[src/rtl/button_press_emulator_pkg.sv]
// Shared types and the code-to-pattern mapping used by the emulator and its bench.
package lab2_pkg;

  typedef enum logic [1:0] {IDLE, PRESS, GAP} state_t;

  localparam int NUM_BUTTONS = 8;
  localparam int CODE_W      = $clog2(NUM_BUTTONS + 1);

  // Active-low level of line idx for a given code; code 0 yields a released line in both modes.
  function automatic logic pattern_bit(input int code, input logic one_hot, input int idx);
    if (one_hot) begin
      return (idx + 1) != code;
    end
    return idx >= code;
  endfunction

  function automatic logic [NUM_BUTTONS-1:0] code_to_pattern(input int code, input logic one_hot);
    logic [NUM_BUTTONS-1:0] pat;
    for (int i = 0; i < NUM_BUTTONS; i++) begin
      pat[i] = pattern_bit(code, one_hot, i);
    end
    return pat;
  endfunction

endpackage

[src/rtl/button_press_emulator_if.sv]
// Code handshake between a stimulus source (master) and the emulator (slave).
interface button_press_emulator_if #(
  parameter int CODE_W = lab2_pkg::CODE_W
);
  logic              code_valid;
  logic [CODE_W-1:0] code;
  logic              mode;
  logic              code_ready;

  modport master (output code_valid, output code, output mode, input code_ready);
  modport slave  (input code_valid, input code, input mode, output code_ready);
endinterface

[src/rtl/button_press_emulator_press_timer.sv]
// Loadable down-counter shared by the press and release phases; holds at zero.
module press_timer #(
  parameter int W = 4
) (
  input  logic         clk,
  input  logic         reset_n,
  input  logic         load,
  input  logic [W-1:0] load_value,
  output logic         zero
);
  logic [W-1:0] count_q, count_d;

  always_comb begin
    count_d = count_q;
    if (load) begin
      count_d = load_value;
    end else if (count_q != '0) begin
      count_d = count_q - W'(1);
    end
  end

  always_ff @(posedge clk or negedge reset_n) begin
    if (!reset_n) begin
      count_q <= '0;
    end else begin
      count_q <= count_d;
    end
  end

  assign zero = (count_q == '0);
endmodule

[src/rtl/button_press_emulator.sv]
// Turns an encoded button index into a timed active-low press on a synthetic button bus.
module button_press_emulator
  import lab2_pkg::*;
#(
  parameter int WIDTH        = 8,
  parameter int PRESS_CYCLES = 1000,
  parameter int GAP_CYCLES   = 500
) (
  input  logic                   clk,
  input  logic                   reset_n,
  button_press_emulator_if.slave bus,
  output logic [WIDTH-1:0]       buttons,
  output logic                   busy,
  output logic                   err,
  output logic [15:0]            press_count
);
  localparam int CODE_W  = $clog2(WIDTH + 1);
  localparam int MAX_CYC = (PRESS_CYCLES > GAP_CYCLES) ? PRESS_CYCLES : GAP_CYCLES;
  localparam int TIMER_W = $clog2(MAX_CYC + 1);

  localparam logic [TIMER_W-1:0] PRESS_LOAD = TIMER_W'(PRESS_CYCLES - 1);
  localparam logic [TIMER_W-1:0] GAP_LOAD   = TIMER_W'(GAP_CYCLES - 1);
  localparam logic [CODE_W-1:0]  MAX_CODE   = CODE_W'(WIDTH);

  if (PRESS_CYCLES < 1 || GAP_CYCLES < 1) begin : g_bad_cycles
    $error("button_press_emulator: PRESS_CYCLES and GAP_CYCLES must both be >= 1");
  end

  state_t             state_q, state_d;
  logic [WIDTH-1:0]   buttons_q, buttons_d;
  logic               ready_q, ready_d;
  logic               busy_q, busy_d;
  logic               err_q, err_d;
  logic [15:0]        count_q, count_d;
  logic [WIDTH-1:0]   pattern;
  logic               timer_load;
  logic [TIMER_W-1:0] timer_value;
  logic               timer_zero;
  logic               accept;

  for (genvar gi = 0; gi < WIDTH; gi++) begin : g_pattern
    assign pattern[gi] = pattern_bit(int'(bus.code), bus.mode, gi);
  end

  assign accept = bus.code_valid && ready_q;

  press_timer #(.W(TIMER_W)) u_timer (
    .clk       (clk),
    .reset_n   (reset_n),
    .load      (timer_load),
    .load_value(timer_value),
    .zero      (timer_zero)
  );

  always_comb begin
    state_d     = state_q;
    buttons_d   = buttons_q;
    ready_d     = ready_q;
    err_d       = 1'b0;
    count_d     = count_q;
    timer_load  = 1'b0;
    timer_value = '0;
    unique case (state_q)
      IDLE: begin
        ready_d   = 1'b1;
        buttons_d = '1;
        if (accept) begin
          if (bus.code == '0) begin
            state_d     = GAP;
            ready_d     = 1'b0;
            timer_load  = 1'b1;
            timer_value = GAP_LOAD;
          end else if (bus.code <= MAX_CODE) begin
            state_d     = PRESS;
            buttons_d   = pattern;
            ready_d     = 1'b0;
            timer_load  = 1'b1;
            timer_value = PRESS_LOAD;
          end else begin
            err_d = 1'b1;
          end
        end
      end
      PRESS: begin
        if (timer_zero) begin
          state_d     = GAP;
          buttons_d   = '1;
          timer_load  = 1'b1;
          timer_value = GAP_LOAD;
          count_d     = (count_q == 16'hFFFF) ? count_q : count_q + 16'd1;
        end
      end
      GAP: begin
        buttons_d = '1;
        if (timer_zero) begin
          state_d = IDLE;
          ready_d = 1'b1;
        end
      end
      default: begin
        state_d   = IDLE;
        buttons_d = '1;
      end
    endcase
    busy_d = (state_d != IDLE);
  end

  always_ff @(posedge clk or negedge reset_n) begin
    if (!reset_n) begin
      state_q   <= IDLE;
      buttons_q <= '1;
      ready_q   <= 1'b0;
      busy_q    <= 1'b0;
      err_q     <= 1'b0;
      count_q   <= '0;
    end else begin
      state_q   <= state_d;
      buttons_q <= buttons_d;
      ready_q   <= ready_d;
      busy_q    <= busy_d;
      err_q     <= err_d;
      count_q   <= count_d;
    end
  end

  assign bus.code_ready = ready_q;
  assign buttons        = buttons_q;
  assign busy           = busy_q;
  assign err            = err_q;
  assign press_count    = count_q;
endmodule
[src/flat_wrapper.sv]
// flat-port wrapper written by rule: the top's interface ports become plain ports
module button_press_emulator_flat import lab2_pkg::*;
#(
  parameter int WIDTH        = 8,
  parameter int PRESS_CYCLES = 1000,
  parameter int GAP_CYCLES   = 500
)
  (clk, reset_n, buttons, busy, err, press_count, bus_code_valid, bus_code, bus_mode, bus_code_ready);
  button_press_emulator_if bus_i ();
  input  logic clk;
  input  logic reset_n;
  output logic [WIDTH-1:0] buttons;
  output logic busy;
  output logic err;
  output logic [15:0] press_count;
  input wire logic [$bits(bus_i.code_valid)-1:0] bus_code_valid;
  input wire logic [$bits(bus_i.code)-1:0] bus_code;
  input wire logic [$bits(bus_i.mode)-1:0] bus_mode;
  output wire logic [$bits(bus_i.code_ready)-1:0] bus_code_ready;
  assign bus_i.code_valid = bus_code_valid;
  assign bus_i.code = bus_code;
  assign bus_i.mode = bus_mode;
  assign bus_code_ready = bus_i.code_ready;
  button_press_emulator #(.WIDTH(WIDTH), .PRESS_CYCLES(PRESS_CYCLES), .GAP_CYCLES(GAP_CYCLES)) u_core (.clk(clk), .reset_n(reset_n), .bus(bus_i), .buttons(buttons), .busy(busy), .err(err), .press_count(press_count));
endmodule
[config.mk]
export PLATFORM = sky130hd
export DESIGN_NAME = button_press_emulator_flat
export DESIGN_NICKNAME = d
export VERILOG_FILES = /design/src/rtl/button_press_emulator_pkg.sv /design/src/rtl/button_press_emulator_if.sv /design/src/rtl/button_press_emulator_press_timer.sv /design/src/rtl/button_press_emulator.sv /design/src/flat_wrapper.sv
export SDC_FILE = /design/constraint.sdc
export NUM_CORES = 1
export LEC_CHECK = 0
export ABC_AREA = 1
export CELL_PAD_IN_SITES_DETAIL_PLACEMENT = 0
export CELL_PAD_IN_SITES_GLOBAL_PLACEMENT = 2
export CORE_UTILIZATION = 32
export CTS_CLUSTER_DIAMETER = 100
export DETAILED_ROUTE_END_ITERATION = 8
export DONT_BUFFER_PORTS = 1
export PLACE_DENSITY = 0.85
export REMOVE_ABC_BUFFERS = 1
export SLEW_MARGIN = 30
export SYNTH_ARGS = -nofsm -noshare
export SYNTH_HDL_FRONTEND = slang
export SYNTH_HIERARCHICAL = 1
export SYNTH_SLANG_ARGS = --single-unit
[constraint.sdc]
create_clock -name clk -period 2.3 [get_ports clk]
set_clock_uncertainty 0.15 [all_clocks]
set_input_delay 0.23 -clock clk [delete_from_list [all_inputs] [get_ports clk]]
set_output_delay 0.23 -clock clk [all_outputs]
set_load 0.01 [all_outputs]
# == After elaboration in Yosys (flattened, before gate mapping) ==
# Index checks and enable logic that the tools add are counted.
# word_totals
ff_bits,39
input_bits,8
output_inout_bits,27
wordCells,89
# op_classes
add_sub_neg,2
n_lt_le_gt_ge,9
eq_ne,13
mux,47
bitwise_logic,1
reduce_logical,10
# op_table
op,n
$mux 10,5
$mux 8,4
$mux 1,27
$ne 4x4->1 const A,5
$pmux 10 s2,1
$add 16x1->16 const B,1
$eq 16x16->1 const B,1
$ge 3x4->1 const A,4
$pmux 8 s2,1
$logic_not 10->1,1
$mux 2,5
$reduce_bool 10->1,1
$sub 10x1->10 const B,1
$mux 9,1
$ge 1x4->1 const A,2
$ge 2x4->1 const A,2
$ne 3x4->1 const A,2
$pmux 2 s3,1
$reduce_bool 2->1,3
$le 4x4->1 const B,1
$logic_not 4->1,1
$ne 2x1->1 const B,2
$ne 2x4->1 const A,1
$pmux 1 s2,2
other kinds (7),7

# == Logic depth before layout (Yosys ltp) ==
# logic_depth
word_depth,7
depth_mapped,15
ltp_nobuf,15

# == Cells and area by module ==
# Netlist, hierarchy kept.
# by_module_without_submodules
mod,instances,cells_each,area_per_inst_um2,seq_area_each_um2
button_press_emulator,1,238,1686.6,735.7
press_timer,1,95,695.7,250.2

# == Worst setup path before layout ==
# No wires, ideal clock.
# synth_path
kind,register -> register
startpoint,register u_core.u_timer.count_q[0]
endpoint,register u_core.u_timer.count_q[8]
setup_time_ns,0.117
arrival_time_ns,2.106
t_required_ns,2.033
setup_slack_ns,-0.073
stages_incl_launch_ff,15
n_path_buf,0
synth_period_minus_slack_ns,2.373
path_cell_list,dfrtp_1 > inv_1 > ha_1 > inv_1 > nor2_2 > nand4_2 > nor2_2 > inv_1 > nor2_1 > inv_1 > nand2_1 > inv_1 > or2_2 > nand2_1 > nor2_1
# synth_between
elab_chain_len,4
word_cells_on_any_way,10
cone_classes,add/sub (1); mux (6); reduce/logical (3)
# synth_lines
item,line,rtl
from (decl),button_press_emulator_press_timer.sv:11,"logic [W-1:0] count_q, count_d;"
from (signal assigned),button_press_emulator_press_timer.sv:26,count_q <= count_d;
$logic_not 10->1 (*),button_press_emulator_press_timer.sv:30,assign zero = (count_q == '0);
named net u_core.timer_zero,button_press_emulator.sv:38,logic timer_zero;
$mux 1 (*),button_press_emulator.sv:85,if (timer_zero) begin
$pmux 1 s2 (*),button_press_emulator.sv:63,unique case (state_q)
named net u_core.timer_load,button_press_emulator.sv:36,logic timer_load;
$mux 10 or $reduce_bool 2->1 (tied branches),n/a,
# The timed path passes the listed nets; every way through them passes the cells marked *. The select of a mux whose other input is x is not followed.
# A chain may end at the register's enable or synchronous reset.

# == Worst setup path after layout ==
# Same ends and word-level chain as after synthesis.

==> metrics <==
HPWL Detailed 3920 um; Power Dens Cells about 840 mW/mm2; Yosys cell types 30; Synth Instances around 330; crit path kind reg2reg; largest net degree at the start of global routing 40; synth top area cells dfrtp_1, nand2_1, dfstp_2; crit start category flop; Synth Area in Adders 1.05%; register area share after synthesis 41.4%; Die ar. 0.00779 mm2; Tot Pwr 2.29 mW; outcome finished, final reports clean; GRT Total Usage 15.2%; final antenna-violating net count 0; DR pass1 iterations 5; P&R area growth vs syn 14.0%; gpl congestion 0.812; Ports 35; WP data arrival 2140 ps; Worst Path Required around 2300 ps; die width 88.3 um; Worst-path clk slew 70 ps; initial antenna violation count 0; fmax 474 MHz; mux contribution to synthesized area 0%; largest family of logic cells by synthesized area simple AND/OR/NAND/NOR gates; Port-buffer cells 0; routed vias/inst 4.48; cell taking the most area after synthesis dfrtp_1; grt ovf 0; share of cells above drive strength 1 15.7%; ant diodes 0; vias in the first global route 1886; crit end category flop; setup_tns 0 ps; routed wire length 5380 um; Pleak 1.24 nW; CTS Buf Count 5; Remaining DRCs 0; Final nets 359; Synth top area share 32.6%; Compound-Gate Fraction of Synth Area 8.30%; Post-Syn Area 0.00238 mm2; drt wl/cell 12.0 um; Sink Count 39; setup violators final 0; Avg Cell Area, Syn 7.15 um2; Post-Synth XOR/XNOR Area 4.04%; synth warn 6; type of the tightest min-delay check in2reg; Yosys reg bits 39; DR iter-0 viols 76; H-tree depth 2; TritonCTS clock tree done; min Tclk post-route approximately 2100 ps; core area 0.00721 mm2; Max clock buf depth 2; Max Cap Viol 0; die height around 88 um; first-pass GRT wire length 9070 um; total number of vias roughly 2000; period utilization 91.7%; post-synthesis simple-gate area fraction a little under two fifths; crit-path max FO 7; Starting Density 33.0%; endpoints failing hold 0; Max VDD drop between 0.4 and 0.5 mV; clk root buf clkbuf_8; Final Max Tran Viols 0; Rows 31; Worst-Skew Late Latency 290 ps
-- layer usage --
layer / up-vias / wire length, um / GRT usage (%)
met4: 0 / 76 / 4.69
li1: 1067 / - / -
met1: 909 / 2700 / 22.0
met3: 7 / 206 / 3.73
met5: - / 0 / 0
met2: 27 / 2400 / 22.1
-- synth_stat cells, drive strengths merged --
library cell,instances
nor3,2
inv,38
o211ai,2
o21bai,1
nand3,14
a31oi,1
nor2,54
o21ai,22
dfstp,8
dfrtp,31
ha,2
conb,1
xor2,11
nand2,123
a21oi,8
or2,2
buf,4
nand4,8
nand3b,1
-- final timing paths --
path | start | end | slack [ps] | depth (start not counted)
max | u_core/u_timer/count_q[0] | u_core/u_timer/count_q[8] | 190 | 14
min | bus_code_valid | u_core/state_q[1] | 10 | 2
max reg2reg | u_core/u_timer/count_q[0] | u_core/u_timer/count_q[8] | 190 | 14
min reg2reg | u_core/buttons[5] | u_core/buttons[5] | 380 | 2
max in group asynchronous | reset_n | u_core/buttons[2] | 1450 | 2
min in group asynchronous | reset_n | u_core/press_count[6] | 300 | 2
-- cell usage in the layout (no fill, tap or decap), types with 2 or more instances in the layout --
cell type      count
o211ai_1           2
nand2_1          116
nand3_2            2
dfstp_2            8
o21ai_0           11
inv_1             35
a21oi_1            8
nor2_2             6
o21ai_2            5
clkbuf_1           2
dfrtp_1           31
nand2_2            7
nand3_1           12
nand4_1            6
nor2_4             4
buf_4              7
buf_12             2
dlygate4sd3_1      3
xor2_1            11
clkbuf_8           5
nor2_1            44
nor3_1             2
o21ai_1            6
inv_2              3
-- logic make-up after synthesis --
| family | after synthesis |
|---|---|
| fa+ha+maj | 2 |
| simple gates | 204 |
| flops | 39 |
| compound gates | 34 |
| buf+inv | 42 |
| other cells | 1 |
| xor+xnor | 11 |
-- timing repair --
item                                   CTS  global route
buffers inserted                         0             1
setup endpoints to repair                0            28
endpoints found under the hold margin   42             0
resized for setup                        0             8
hold buffers                             4             0
-- power breakdown --
group / internal, mW / switching (mW) / total, mW
clock: 0.213 / 0.236 / 0.449
combinational: 0.322 / 0.491 / 0.813
sequential: 0.857 / 0.167 / 1.02
-- layout make-up --
| class | count | area [um2] |
|---|---|---|
| Fill cell | 797 | 4500 |
| Multi-Input combinational cell | 252 | 1240 |
| Sequential cell | 39 | 986 |
| Inverter | 38 | 143 |
| Timing Repair Buffer | 13 | 138 |
| Tap cell | 99 | 124 |
| Clock buffer | 7 | 76.3 |
| Clock inverter | 1 | 5.00 |
-- through the flow --
stage               instances  instance area [um2]  hold WS [ps]  worst slack (ps)  util, %
floorplan                 329                 2350          -216              -269        -
global placement          436                 2550          -214               156     35.3
detailed placement        436                 2550          -214              81.8     35.3
CTS                       448                 2680          4.54              62.0     37.1
global route              449                 2720          9.46             -8.99     37.6
finish                    449                 2720          12.1               191     37.6
-- worst max-delay path, stage by stage, from the launching register on --
cell and delay [ps]:
dfrtp_1 370, inv_1 110, ha_4 160, inv_1 60
nor2_4 100, nand4_2 100, nor2_2 160, inv_1 70
nor2_2 100, inv_1 70, nand2_2 90, inv_2 80
or2_2 270, nand2_1 70, nor2_1 30
-- state kept, by name (all words and copies together), names as in the netlist --
signal                  flops
u_core/bus.code_ready       1
u_core/press_count         16
u_core/u_timer/count_q     10
u_core/state_q              2
u_core/busy                 1
u_core/buttons              8
u_core/err                  1
Power figures use the tool's default switching activity.
